### src/rtl/mem_fsm_pkg.sv
// Shared types and constants for the memory transfer sequencer.
package mem_fsm_pkg;

  typedef enum logic [3:0] {
    ST_IDLE,
    ST_ADDR,
    ST_DATA,
    ST_REQ,
    ST_WAIT,
    ST_CAPT,
    ST_WB,
    ST_DONE,
    ST_ERR
  } state_t;

  localparam logic OP_LOAD      = 1'b0;
  localparam logic OP_STORE     = 1'b1;

  localparam logic MEM_RW_READ  = 1'b1;
  localparam logic MEM_RW_WRITE = 1'b0;

endpackage

### src/rtl/mem_wait_timer.sv
// Memory-wait watchdog: down-counter reloaded by clear, expired on terminal count.
module mem_wait_timer #(
  parameter int TIMEOUT = 255
) (
  input  logic clk,
  input  logic reset,
  input  logic clear,
  input  logic enable,
  output logic expired
);

  localparam int               CNT_W    = $clog2(TIMEOUT + 1);
  // Reload to TIMEOUT-1 so the terminal count is seen during the TIMEOUT-th enabled cycle.
  localparam logic [CNT_W-1:0] LOAD_VAL = CNT_W'(TIMEOUT - 1);

  logic [CNT_W-1:0] count;

  // Reload on clear, count down while enabled, hold at zero.
  always_ff @(posedge clk or posedge reset) begin
    if (reset) begin
      count <= '0;
    end else if (clear) begin
      count <= LOAD_VAL;
    end else if (enable && (count != '0)) begin
      count <= count - CNT_W'(1);
    end
  end

  assign expired = (count == '0);

endmodule

### src/rtl/mem_xfer_fsm.sv
// Register <-> memory transfer sequencer driving bus strobes for LOAD and STORE.
//
// state | meaning
// IDLE  | waiting for start; latches op and indices
// ADDR  | address register onto bus, load MAR
// DATA  | STORE only: source register onto bus, load MDR
// REQ   | issue memory request
// WAIT  | hold request until MFC or timeout
// CAPT  | LOAD only: capture memory data into MDR
// WB    | LOAD only: MDR onto bus, write destination register
// DONE  | one-cycle completion pulse
// ERR   | one-cycle abort pulse (bad index or timeout)
module mem_xfer_fsm
  import mem_fsm_pkg::*;
#(
  parameter int NUM_REGS = 5,
  parameter int IDX_W    = 6,
  parameter int TIMEOUT  = 255
) (
  input  logic                clk,
  input  logic                reset,
  input  logic                start,
  input  logic                op,
  input  logic [IDX_W-1:0]    Ri,
  input  logic [IDX_W-1:0]    Rj,
  input  logic                MFC,
  output logic [NUM_REGS-1:0] reg_read,
  output logic [NUM_REGS-1:0] reg_write,
  output logic                MAR_write,
  output logic                MAR_mem_read,
  output logic                MEM_RW,
  output logic                MEM_EN,
  output logic                MDR_mem_write,
  output logic                MDR_mem_read,
  output logic                MDR_write,
  output logic                MDR_read,
  output logic                busy,
  output logic                done,
  output logic                err
);

  localparam logic [NUM_REGS-1:0] ONE = NUM_REGS'(1);

  state_t           state_q, state_d;
  logic             op_q;
  logic [IDX_W-1:0] ri_q, rj_q;
  logic             idx_bad;
  logic             tmr_clear, tmr_enable, tmr_expired;

  assign idx_bad    = (32'(Ri) >= NUM_REGS) || (32'(Rj) >= NUM_REGS);
  assign tmr_clear  = (state_q == ST_REQ);
  assign tmr_enable = (state_q == ST_WAIT);

  mem_wait_timer #(.TIMEOUT(TIMEOUT)) u_wait_timer (
    .clk     (clk),
    .reset   (reset),
    .clear   (tmr_clear),
    .enable  (tmr_enable),
    .expired (tmr_expired)
  );

  // State register.
  always_ff @(posedge clk or posedge reset) begin
    if (reset) begin
      state_q <= ST_IDLE;
    end else begin
      state_q <= state_d;
    end
  end

  // Capture the request only when accepted in IDLE; later input changes are ignored.
  always_ff @(posedge clk or posedge reset) begin
    if (reset) begin
      op_q <= OP_LOAD;
      ri_q <= '0;
      rj_q <= '0;
    end else if ((state_q == ST_IDLE) && start) begin
      op_q <= op;
      ri_q <= Ri;
      rj_q <= Rj;
    end
  end

  // Next-state decode; MFC matters only in WAIT and wins over the timeout.
  always_comb begin
    state_d = state_q;
    case (state_q)
      ST_IDLE: if (start) state_d = idx_bad ? ST_ERR : ST_ADDR;
      ST_ADDR: state_d = (op_q == OP_LOAD) ? ST_REQ : ST_DATA;
      ST_DATA: state_d = ST_REQ;
      ST_REQ:  state_d = ST_WAIT;
      ST_WAIT: begin
        if (MFC)              state_d = (op_q == OP_LOAD) ? ST_CAPT : ST_DONE;
        else if (tmr_expired) state_d = ST_ERR;
      end
      ST_CAPT: state_d = ST_WB;
      ST_WB:   state_d = ST_DONE;
      ST_DONE: state_d = ST_IDLE;
      ST_ERR:  state_d = ST_IDLE;
      default: state_d = ST_IDLE;
    endcase
  end

  // Moore strobes from state and latched request.
  always_comb begin
    reg_read      = '0;
    reg_write     = '0;
    MAR_write     = 1'b0;
    MAR_mem_read  = 1'b0;
    MEM_RW        = MEM_RW_WRITE;
    MEM_EN        = 1'b0;
    MDR_mem_write = 1'b0;
    MDR_mem_read  = 1'b0;
    MDR_write     = 1'b0;
    MDR_read      = 1'b0;
    busy          = (state_q != ST_IDLE);
    done          = 1'b0;
    err           = 1'b0;
    case (state_q)
      ST_ADDR: begin
        MAR_write = 1'b1;
        reg_read  = (op_q == OP_LOAD) ? (ONE << ri_q) : (ONE << rj_q);
      end
      ST_DATA: begin
        reg_read  = ONE << ri_q;
        MDR_write = 1'b1;
      end
      ST_REQ, ST_WAIT: begin
        MAR_mem_read = 1'b1;
        MEM_EN       = 1'b1;
        if (op_q == OP_LOAD) begin
          MEM_RW = MEM_RW_READ;
        end else begin
          MEM_RW       = MEM_RW_WRITE;
          MDR_mem_read = 1'b1;
        end
      end
      ST_CAPT: MDR_mem_write = 1'b1;
      ST_WB: begin
        MDR_read  = 1'b1;
        reg_write = ONE << rj_q;
      end
      ST_DONE: done = 1'b1;
      ST_ERR:  err  = 1'b1;
      default: ;
    endcase
  end

endmodule

### config.mk
export PLATFORM = sky130hd
export DESIGN_NAME = mem_xfer_fsm
export DESIGN_NICKNAME = d
export VERILOG_FILES = /design/src/rtl/mem_fsm_pkg.sv /design/src/rtl/mem_wait_timer.sv /design/src/rtl/mem_xfer_fsm.sv
export SDC_FILE = /design/constraint.sdc
export NUM_CORES = 1
export LEC_CHECK = 0
export ABC_AREA = 1
export BUFFER_PORTS_ARGS = -buffer_cell sky130_fd_sc_hd__buf_2
export CAP_MARGIN = 20
export CELL_PAD_IN_SITES_DETAIL_PLACEMENT = 0
export CELL_PAD_IN_SITES_GLOBAL_PLACEMENT = 1
export CORE_ASPECT_RATIO = 1.75
export CORE_MARGIN = 2
export CORE_UTILIZATION = 34
export CTS_CLUSTER_DIAMETER = 100
export DETAILED_ROUTE_END_ITERATION = 6
export PLACE_DENSITY = 0.84
export SYNTH_ARGS = -nofsm -noshare
export SYNTH_HDL_FRONTEND = slang
export SYNTH_HIERARCHICAL = 1
export SYNTH_SLANG_ARGS = --single-unit
### constraint.sdc
create_clock -name clk -period 1.4 [get_ports clk]
set_input_delay 0.28 -clock clk [delete_from_list [all_inputs] [get_ports clk]]
set_output_delay 0.28 -clock clk [all_outputs]
set_load 0.02 [all_outputs]
=== Word-level counts from Yosys, hierarchy flattened ===
Index checks and enable logic that the tools add are counted.

* Register bits: 25
* Output and inout bits: 21

* Reductions and logical operators: 10
* Mux-type cells: 23
* Eq/ne operators: 10
* Add/subtract/negate cells: 1
* Shift-type cells: 2
* Magnitude comparators: 2

{| class="wikitable"
|+ Operator list
! operator !! count
|-
| $pmux W4 S7 || 1
|-
| $eq A4 B3 Y1 const B || 4
|-
| $mux W4 || 4
|-
| $mux W8 || 2
|-
| $ge A6 B3 Y1 const B || 2
|-
| $mux W1 || 12
|-
| $shl A1 B6 Y5 const A || 2
|-
| $mux W5 || 2
|-
| $pmux W5 S2 || 1
|-
| $eq A4 B2 Y1 const B || 2
|-
| $logic_not A8 Y1 || 1
|-
| $reduce_bool A8 Y1 || 1
|-
| $sub A8 B1 Y8 const B || 1
|-
| $eq A4 B1 Y1 const B || 1
|-
| $eq A4 B4 Y1 const B || 1
|-
| $logic_not A4 Y1 || 1
|-
| $reduce_bool A4 Y1 || 1
|-
| $ne A3 B3 Y1 const B || 1
|-
| $logic_and A1 B1 Y1 || 2
|-
| $mux W2 || 1
|-
| $ne A2 B2 Y1 const B || 1
|-
| $reduce_and A2 Y1 || 1
|-
| $reduce_bool A2 Y1 || 1
|-
| $reduce_or A2 Y1 || 1
|-
| $logic_or A1 B1 Y1 || 1
|}

=== Logic depth before layout (Yosys ltp) ===
Gate-level depths: netlist (run 1).

* Depth in word-level cells: 5
* Depth in mapped cells: 9
* Depth with buffers taken out: 9

=== By module ===
The synthesis (run 1) kept the hierarchy.

{| class="wikitable"
|+ By module, submodules not included
! module !! cells each !! instances !! area each (um^2)
|-
| mem_xfer_fsm || 158 || 1 || 1,143.6
|-
| mem_wait_timer || 77 || 1 || 531.8
|}

=== Worst setup path after synthesis (run 1) ===
Ideal clock, no wire load.

* Path type: register to output
* Start: register state_q[3]
* End: output port reg_read[1]
* Cell stages (with the launch flop): 6
* Buffers on the path: 0
* Required time: 1.120 ns
* Slack: -0.417 ns
* Arrival time: 1.537 ns
* Cells stage by stage: dfrtp_1 nor2_4 inv_2 nor3_4 nand2_1 o21ai_0

* Longest elaborated chain between the ends: 2
* Elaborated cells on any way between the ends: 3
* Those cells by class: eq/ne (2); mux (1)

{| class="wikitable"
|+ Ends and longest elaborated chain
! what !! RTL line !! RTL
|-
| start: declaration || mem_xfer_fsm.sv:44 || <nowiki>state_t state_q, state_d;</nowiki>
|-
| start signal: assignment || mem_xfer_fsm.sv:67 || <nowiki>state_q <= state_d;</nowiki>
|-
| $eq A4 B2 Y1 or $eq A4 B1 Y1 (tied branches) || mem_xfer_fsm.sv:119 || <nowiki>case (state_q)</nowiki>
|-
| $pmux W5 S2 * || mem_xfer_fsm.sv:119 ||
|-
| end: declaration || mem_xfer_fsm.sv:27 || <nowiki>output logic [NUM_REGS-1:0] reg_read,</nowiki>
|}

Mark *: on every way between the ends. The rest lies on a longest branch, timed or not.

=== Worst setup path in the final report (run 1) ===
* Start: register state_q[3]
* End: output port reg_read[3]

The elaborated chain is that of the path after synthesis.

==> summary.txt, run 1 <==
Run status
  • Status: finished with violations
  • Failing checks: negative setup slack

Power and ir drop
  • Max IR drop VDD: about 0.0015 V
  • Tot Pwr: roughly 5.3 mW
  • Pleak: around 1.3 nW
  • Power per cell area: around 1900 nW/µm²

GRT
  • Vias in the first global route: 1926
  • Initial antenna violation count: 0
  • GRT Residual Overflow: 0
  • Pin count of the biggest net entering global routing: 23
  • First-pass GRT wire length: approximately 8.5 mm
  • GRT Total Usage: 0.196

Setup path
  • Critical path launch point type: flop
  • Critical path's largest stage delay: 420 ps
  • Depth of the most critical reg-to-reg path: 8
  • Worst path slowest cell: dfrtp_1
  • CP Buf/Inv Count: 2
  • Critical path's top delay family: simple AND/OR/NAND/NOR gates
  • Cell Chain, Critical Path: nor2_4, inv_2, nor3_4, nand2_4, o21ai_4, buf_6
  • Critical Path Stages: 6
  • CP endpoint kind: output pin
  • Crit Path Class: flop to output pin
  • Critical path arrival: ~1600 ps
  • Worst-path fanout max: 4
  • WP data required: ~1100 ps

Route
  • Total number of vias: around 1900
  • Remaining DRCs: 0
  • WL final: roughly 5.3 mm
  • Initial drt markers: 53
  • Via-to-Cell Ratio: roughly 5.0
  • Drt wl/cell: 14.0 µm
  • Final ANT Viol Nets: 0
  • DR pass1 iterations: 4

Synth
  • Post-Synthesis Net Count: 254
  • Sequential fraction of the synthesis area: 0.373
  • Compound-Gate Fraction of Synth Area: 0.0904
  • Adder-cell share of the synthesized area: 0.0149
  • YS warnings: 6
  • Distinct cell type count after synthesis: 29
  • Main combinational cell family by area after synthesis: simple AND/OR/NAND/NOR gates
  • Synth Cell Area: around 1700 µm²
  • Mux contribution to synthesized area: 0
  • Syn Inst Count: 235
  • Simple-Gate Fraction of Synth Area: 0.412
  • Area share of xor/xnor cells in the synthesized design: 0
  • FF+latch count, synth: 25
  • Post-Syn Area per Cell: between 7 and 8 µm²

STA
  • Slew Viols, Final: 0
  • Setup TNS: -7270 ps
  • Crit path time final: about 1800 ps
  • Final setup fails: 27
  • Fmax: about 540 MHz
  • Final hold viol count: 0
  • Fin worst setup slack: -442 ps
  • Final Skew: 3.00 ps
  • Rel. slew slack: 0.742
  • Actual slew at the worst max-slew pin: just under 400 ps
  • Final period utilization: 1.32
  • RSZ-0062 raised after global routing: true

Placed design
  • Placed insts: about 360
  • Port Buf Inserts: 37
  • Routability cong.: 0.859
  • Cell Area, Placed: between 2000 and 2500 µm²
  • HPWL after detailed placement: 3.90 mm

Worst hold path
  • Worst min-delay path category: input port to flop
  • Hold path cells: 3

Clocking
  • Maximum clock insertion buffer count: 2
  • # H-tree levels: 1
  • Clk_lat worst skew: roughly 270 ps
  • # clock sinks: 25
  • CTS clk-pin slew, worst paths: 90 ps
  • CTS tree: yes
  • Root buf cell: clkbuf_8
  • Number of buffers created by CTS: 3

Floorplanning
  • Die extent in y: 96.9 µm
  • Top Ports: 38
  • Initial Util: 0.356
  • Die area: 5530 µm²
  • Row count: 33
  • Die W: approximately 57 µm
  • Core Box Area: roughly 4700 µm²

Layout
  • Finished Cell Area: around 2800 µm²
  • P&R area growth vs syn: 66.6%
  • Antenna diodes: 0
  • Final Non-Filler Cells: ~380
  • Final #Nets: around 350
  • Share of cells above drive strength 1: 0.535

Flow run
  • Max-Cap Viols: 0
## where the power goes
group / switching, mW / total, mW / internal, mW
registers: 0.256 / 1.30 / 1.05
logic: 1.95 / 3.51 / 1.56
clock network: 0.250 / 0.455 / 0.204
total: 2.45 / 5.26 / 2.81
## placed cells by master, fill, tap and decap left out, types with 2 or more instances in the layout
master       n
nor2_4      14
o21ai_1      2
buf_4       51
o21ai_0      3
nand2_4      6
a21oi_2      5
inv_1       25
nor3_1       3
o21ai_2      5
buf_6       18
ha_2         2
a21oi_1      3
dfrtp_1     24
nor2_2       7
nand2_2     10
nand4_1      8
buf_2       17
inv_2       11
nand2_1     33
nand3_1     27
clkbuf_8     3
nor3_2       5
nor2_1      19
clkinvlp_4   2
nand2_8      4
o21ai_4      4
nand3_2      4
## stage by stage
step / worst slack [ps] / hold WS, ps / utilization
floorplan: -196 / 95.7 / -
global placement: -140 / 276 / 0.485
detailed placement: -165 / 273 / 0.485
CTS: -438 / 248 / 0.541
global route: -554 / 248 / 0.593
finish: -442 / 246 / 0.593
## timing repair
action	4_1_cts	5_1_grt
resized for setup	51	57
gates cloned	1	2
pin swaps	8	10
endpoints found under the setup margin	34	40
buffers inserted	4	5
hold buffers	1	0
hold endpoints to repair	8	0
## cell type report
type	count	area, µm²
Fill cell	438	1920
Multi-Input combinational cell	170	1210
Timing Repair Buffer	87	681
Sequential cell	25	627
Inverter	38	159
Tap cell	52	65.1
Clock buffer	4	45.0
Timing Repair inverter	1	7.51
## layer usage
layer / part of all wire / vias to the layer above / global-route usage
met2: 0.59 / 52 / 0.382
met3: 0.038 / 14 / 0.0321
li1: - / 944 / -
met5: 0 / - / 0
met4: 0.041 / 0 / 0.102
met1: 0.33 / 888 / 0.183
## registers in the layout, indices dropped and copies added, names as in the netlist
register and cells:
op_q 1, ri_q 6, state_q 4, u_wait_timer/count 8
rj_q 6
## cells by family after synthesis
family | count (synthesis)
buffers and inverters | 42
DFF | 25
and+or+nand+nor | 143
adders and majority gates | 2
AOI/OAI and AO/OA | 23
## tightest hold or removal path, delay by kind of cell
family | cells | cell delay (ps)
compound gates | 1 | 50
buf+inv | 2 | 160
## synth_stat cells
| library cell | instances | area share |
|---|---|---|
| nand3_2 | 1 | 0.0060 |
| nor2_1 | 31 | 0.069 |
| nand2_1 | 45 | 0.10 |
| buf_4 | 1 | 0.0045 |
| o21ai_2 | 4 | 0.021 |
| o21bai_1 | 1 | 0.0045 |
| a21oi_2 | 5 | 0.026 |
| a21oi_1 | 3 | 0.0090 |
| nor3b_1 | 1 | 0.0045 |
| o21ai_1 | 2 | 0.0060 |
| nor3_1 | 8 | 0.024 |
| inv_1 | 34 | 0.076 |
| inv_4 | 1 | 0.0037 |
| nor2_2 | 8 | 0.030 |
| o21ai_0 | 8 | 0.024 |
| nand2_2 | 3 | 0.011 |
| nor3_4 | 1 | 0.0097 |
| nor2_4 | 1 | 0.0067 |
| buf_6 | 1 | 0.0067 |
| nand4_1 | 8 | 0.030 |
| clkbuf_1 | 1 | 0.0022 |
| dfrtp_1 | 25 | 0.37 |
| buf_8 | 1 | 0.0090 |
| ha_1 | 2 | 0.015 |
| inv_2 | 3 | 0.0067 |
| or2_1 | 1 | 0.0037 |
| nand2_4 | 3 | 0.020 |
| nand3_1 | 31 | 0.093 |
| nor4_1 | 1 | 0.0037 |
## worst paths after layout
kind | from | endpoint | slack (ps)
hold reg to reg | ri_q[5] | ri_q[5] | 520
setup / recovery | state_q[3] | reg_read[3] | -440
hold / removal | Ri[4] | ri_q[4] | 250
min in group asynchronous | reset | u_wait_timer/count[3] | 510
max in group asynchronous | reset | state_q[1] | 620
setup reg to reg | state_q[3] | state_q[3] | -70
Power figures use the tool's default switching activity.
==> inputs of run 2 (changes only) <==
Settings changed: CORE_UTILIZATION 34 to 38, GPL_TIMING_DRIVEN set to 0, PLACE_DENSITY 0.84 to 0.88.
Clock period 1.4 ns to 1.7 ns, I/O delays scaled along.
==> run 2 against run 1 <==
  * Sequential share of layout area rose by 3.4 points
  * Cell count fell by 6.9%
  * Global-route usage rose by 0.59 points
  * Power fell by 30%
  * The run still ends with negative setup slack left
  * Highest routed layer unchanged
  * Critical path type unchanged
  * First-iteration DRC count fell by 36%
==> summary.txt, run 2 (synthesis gave the netlist of run 1 again) <==
Floorplanning
  • Core Box Area: between 4000 and 5000 µm²
  • Die area: around 5000 µm²
  • Initial Util: 0.387
  • Row count: 32
  • Die extent in y: 91.8 µm
  • Die W: between 50 and 60 µm
  • Top Ports: 38

STA
  • Final period utilization: 1.14
  • Fin worst setup slack: -236 ps
  • Final hold viol count: 0
  • Rel. slew slack: 0.552
  • Actual slew at the worst max-slew pin: 671 ps
  • Slew Viols, Final: 0
  • Final setup fails: 17
  • Crit path time final: ~1900 ps
  • RSZ-0062 raised after global routing: true
  • Hold WS: a little under 8 ps
  • Fmax: approximately 520 MHz
  • Final Skew: ~7.5 ps

Power and ir drop
  • Pleak: ~1.2 nW
  • Max IR drop VDD: roughly 0.0014 V
  • Power per cell area: ~1500 nW/µm²
  • Tot Pwr: about 3.7 mW

Clocking
  • # clock sinks: 25
  • Root buf cell: clkbuf_8
  • CTS tree: yes
  • CTS clk-pin slew, worst paths: 90 ps
  • Maximum clock insertion buffer count: 2
  • Hold Buf Count CTS: 0
  • Number of buffers created by CTS: 3
  • Clk_lat worst skew: ~280 ps
  • # H-tree levels: 1

Setup path
  • CP endpoint kind: output pin
  • Critical path's largest stage delay: ~430 ps
  • WP data required: roughly 1400 ps
  • Depth of the most critical reg-to-reg path: 10
  • CP Buf/Inv Count: 2
  • Critical path's top delay family: simple AND/OR/NAND/NOR gates
  • Cell Chain, Critical Path: nor2_4, inv_2, nor3_4, nand2_2, o21ai_2, buf_6
  • Worst path slowest cell: dfrtp_1
  • Worst r2r src: state_q[1]
  • Crit Path Class: flop to output pin
  • Critical path launch point type: flop
  • Crit Reg-Reg Endpoint: rj_q[0]
  • Critical path arrival: around 1600 ps
  • R2R setup slack: 40 ps
  • Worst-path fanout max: 4

Layout
  • Largest Register: u_wait_timer/count
  • Share of cells above drive strength 1: 0.460
  • Most common cell after layout, fill and taps aside: nand2_1
  • Antenna diodes: 0
  • Final #Nets: 320
  • Finished Cell Area: ~2400 µm²
  • Layout Utilization: 0.562
  • P&R area growth vs syn: 45.0%
  • Biggest regs: u_wait_timer/count: 8 flops, ri_q: 6 flops, rj_q: 6 flops
  • Max FFs per register: 8
  • Most frequent cells in the layout: 39 x nand2_1, 28 x nand3_1, 24 x buf_4

Placed design
  • HPWL after detailed placement: ~3.5 mm
  • Cell Area, Placed: 1930 µm²
  • Port Buf Inserts: 37
  • Routability cong.: between 0.7 and 0.8

Run status
  • Status: finished with violations
  • Failing checks: negative setup slack

Route
  • Via-to-Cell Ratio: 5.12
  • Drt wl/cell: roughly 14 µm
  • DR pass1 iterations: 4
  • Remaining DRCs: 0
  • Total number of vias: 1798
  • WL final: between 4 and 5 mm
  • Final ANT Viol Nets: 0
  • Initial drt markers: 34

GRT
  • GRT Residual Overflow: 0
  • Pin count of the biggest net entering global routing: 18
  • Vias in the first global route: around 1700
  • First-pass GRT wire length: 7.32 mm
  • GRT Total Usage: 0.202
  • Initial antenna violation count: 0

Worst hold path
  • Worst min-delay path category: input port to asynchronous set/reset pin

Flow run
  • Max-Cap Viols: 0
-- run 2: metal layers --
layer	track usage	share of wire
met5	0	0
met4	0.117	0.042
met3	0.0212	0.030
met2	0.370	0.59
met1	0.202	0.34
-- run 2: worst max path at each step --
stage	startpoint	to	depth (start not counted)
floorplan	state_q[3]	reg_read[1]	5
global placement	state_q[0]	MEM_EN	7
detailed placement	state_q[0]	MEM_EN	7
CTS	state_q[2]	reg_read[3]	7
global route	state_q[2]	reg_read[4]	7
finish	state_q[2]	reg_read[1]	6
-- run 2: layout make-up --
class | instances | area, µm²
plain buffers | 4 | 45.0
clock buffers | 3 | 41.3
clock inverters | 1 | 5.00
fillers | 416 | 1900
inverters | 38 | 150
multi-input cells | 168 | 1020
flip-flops and latches | 25 | 628
well taps | 51 | 63.8
repair buffers | 61 | 478
-- run 2: through the flow --
stage          std cells  setup WS, ps  TNS (ps)
2_1_floorplan        235         -48.8      -173
3_3_place_gp         323         -39.5     -39.5
3_5_place_dp         323         -62.5     -77.0
4_1_cts              338          -174     -1580
5_1_grt              351          -300     -3220
6_report             351          -236     -2170
-- run 2: timing repair --
action | in CTS | in global routing
pin swaps | 5 | 9
resized for setup | 38 | 50
buffers inserted | 11 | 13
setup endpoints to repair | 17 | 23
gates cloned | 0 | 0
-- run 2: report_power, final --
group	switching, mW	internal, mW
logic	1.23	0.908
registers	0.292	0.864
clock network	0.197	0.164
total	1.72	1.94
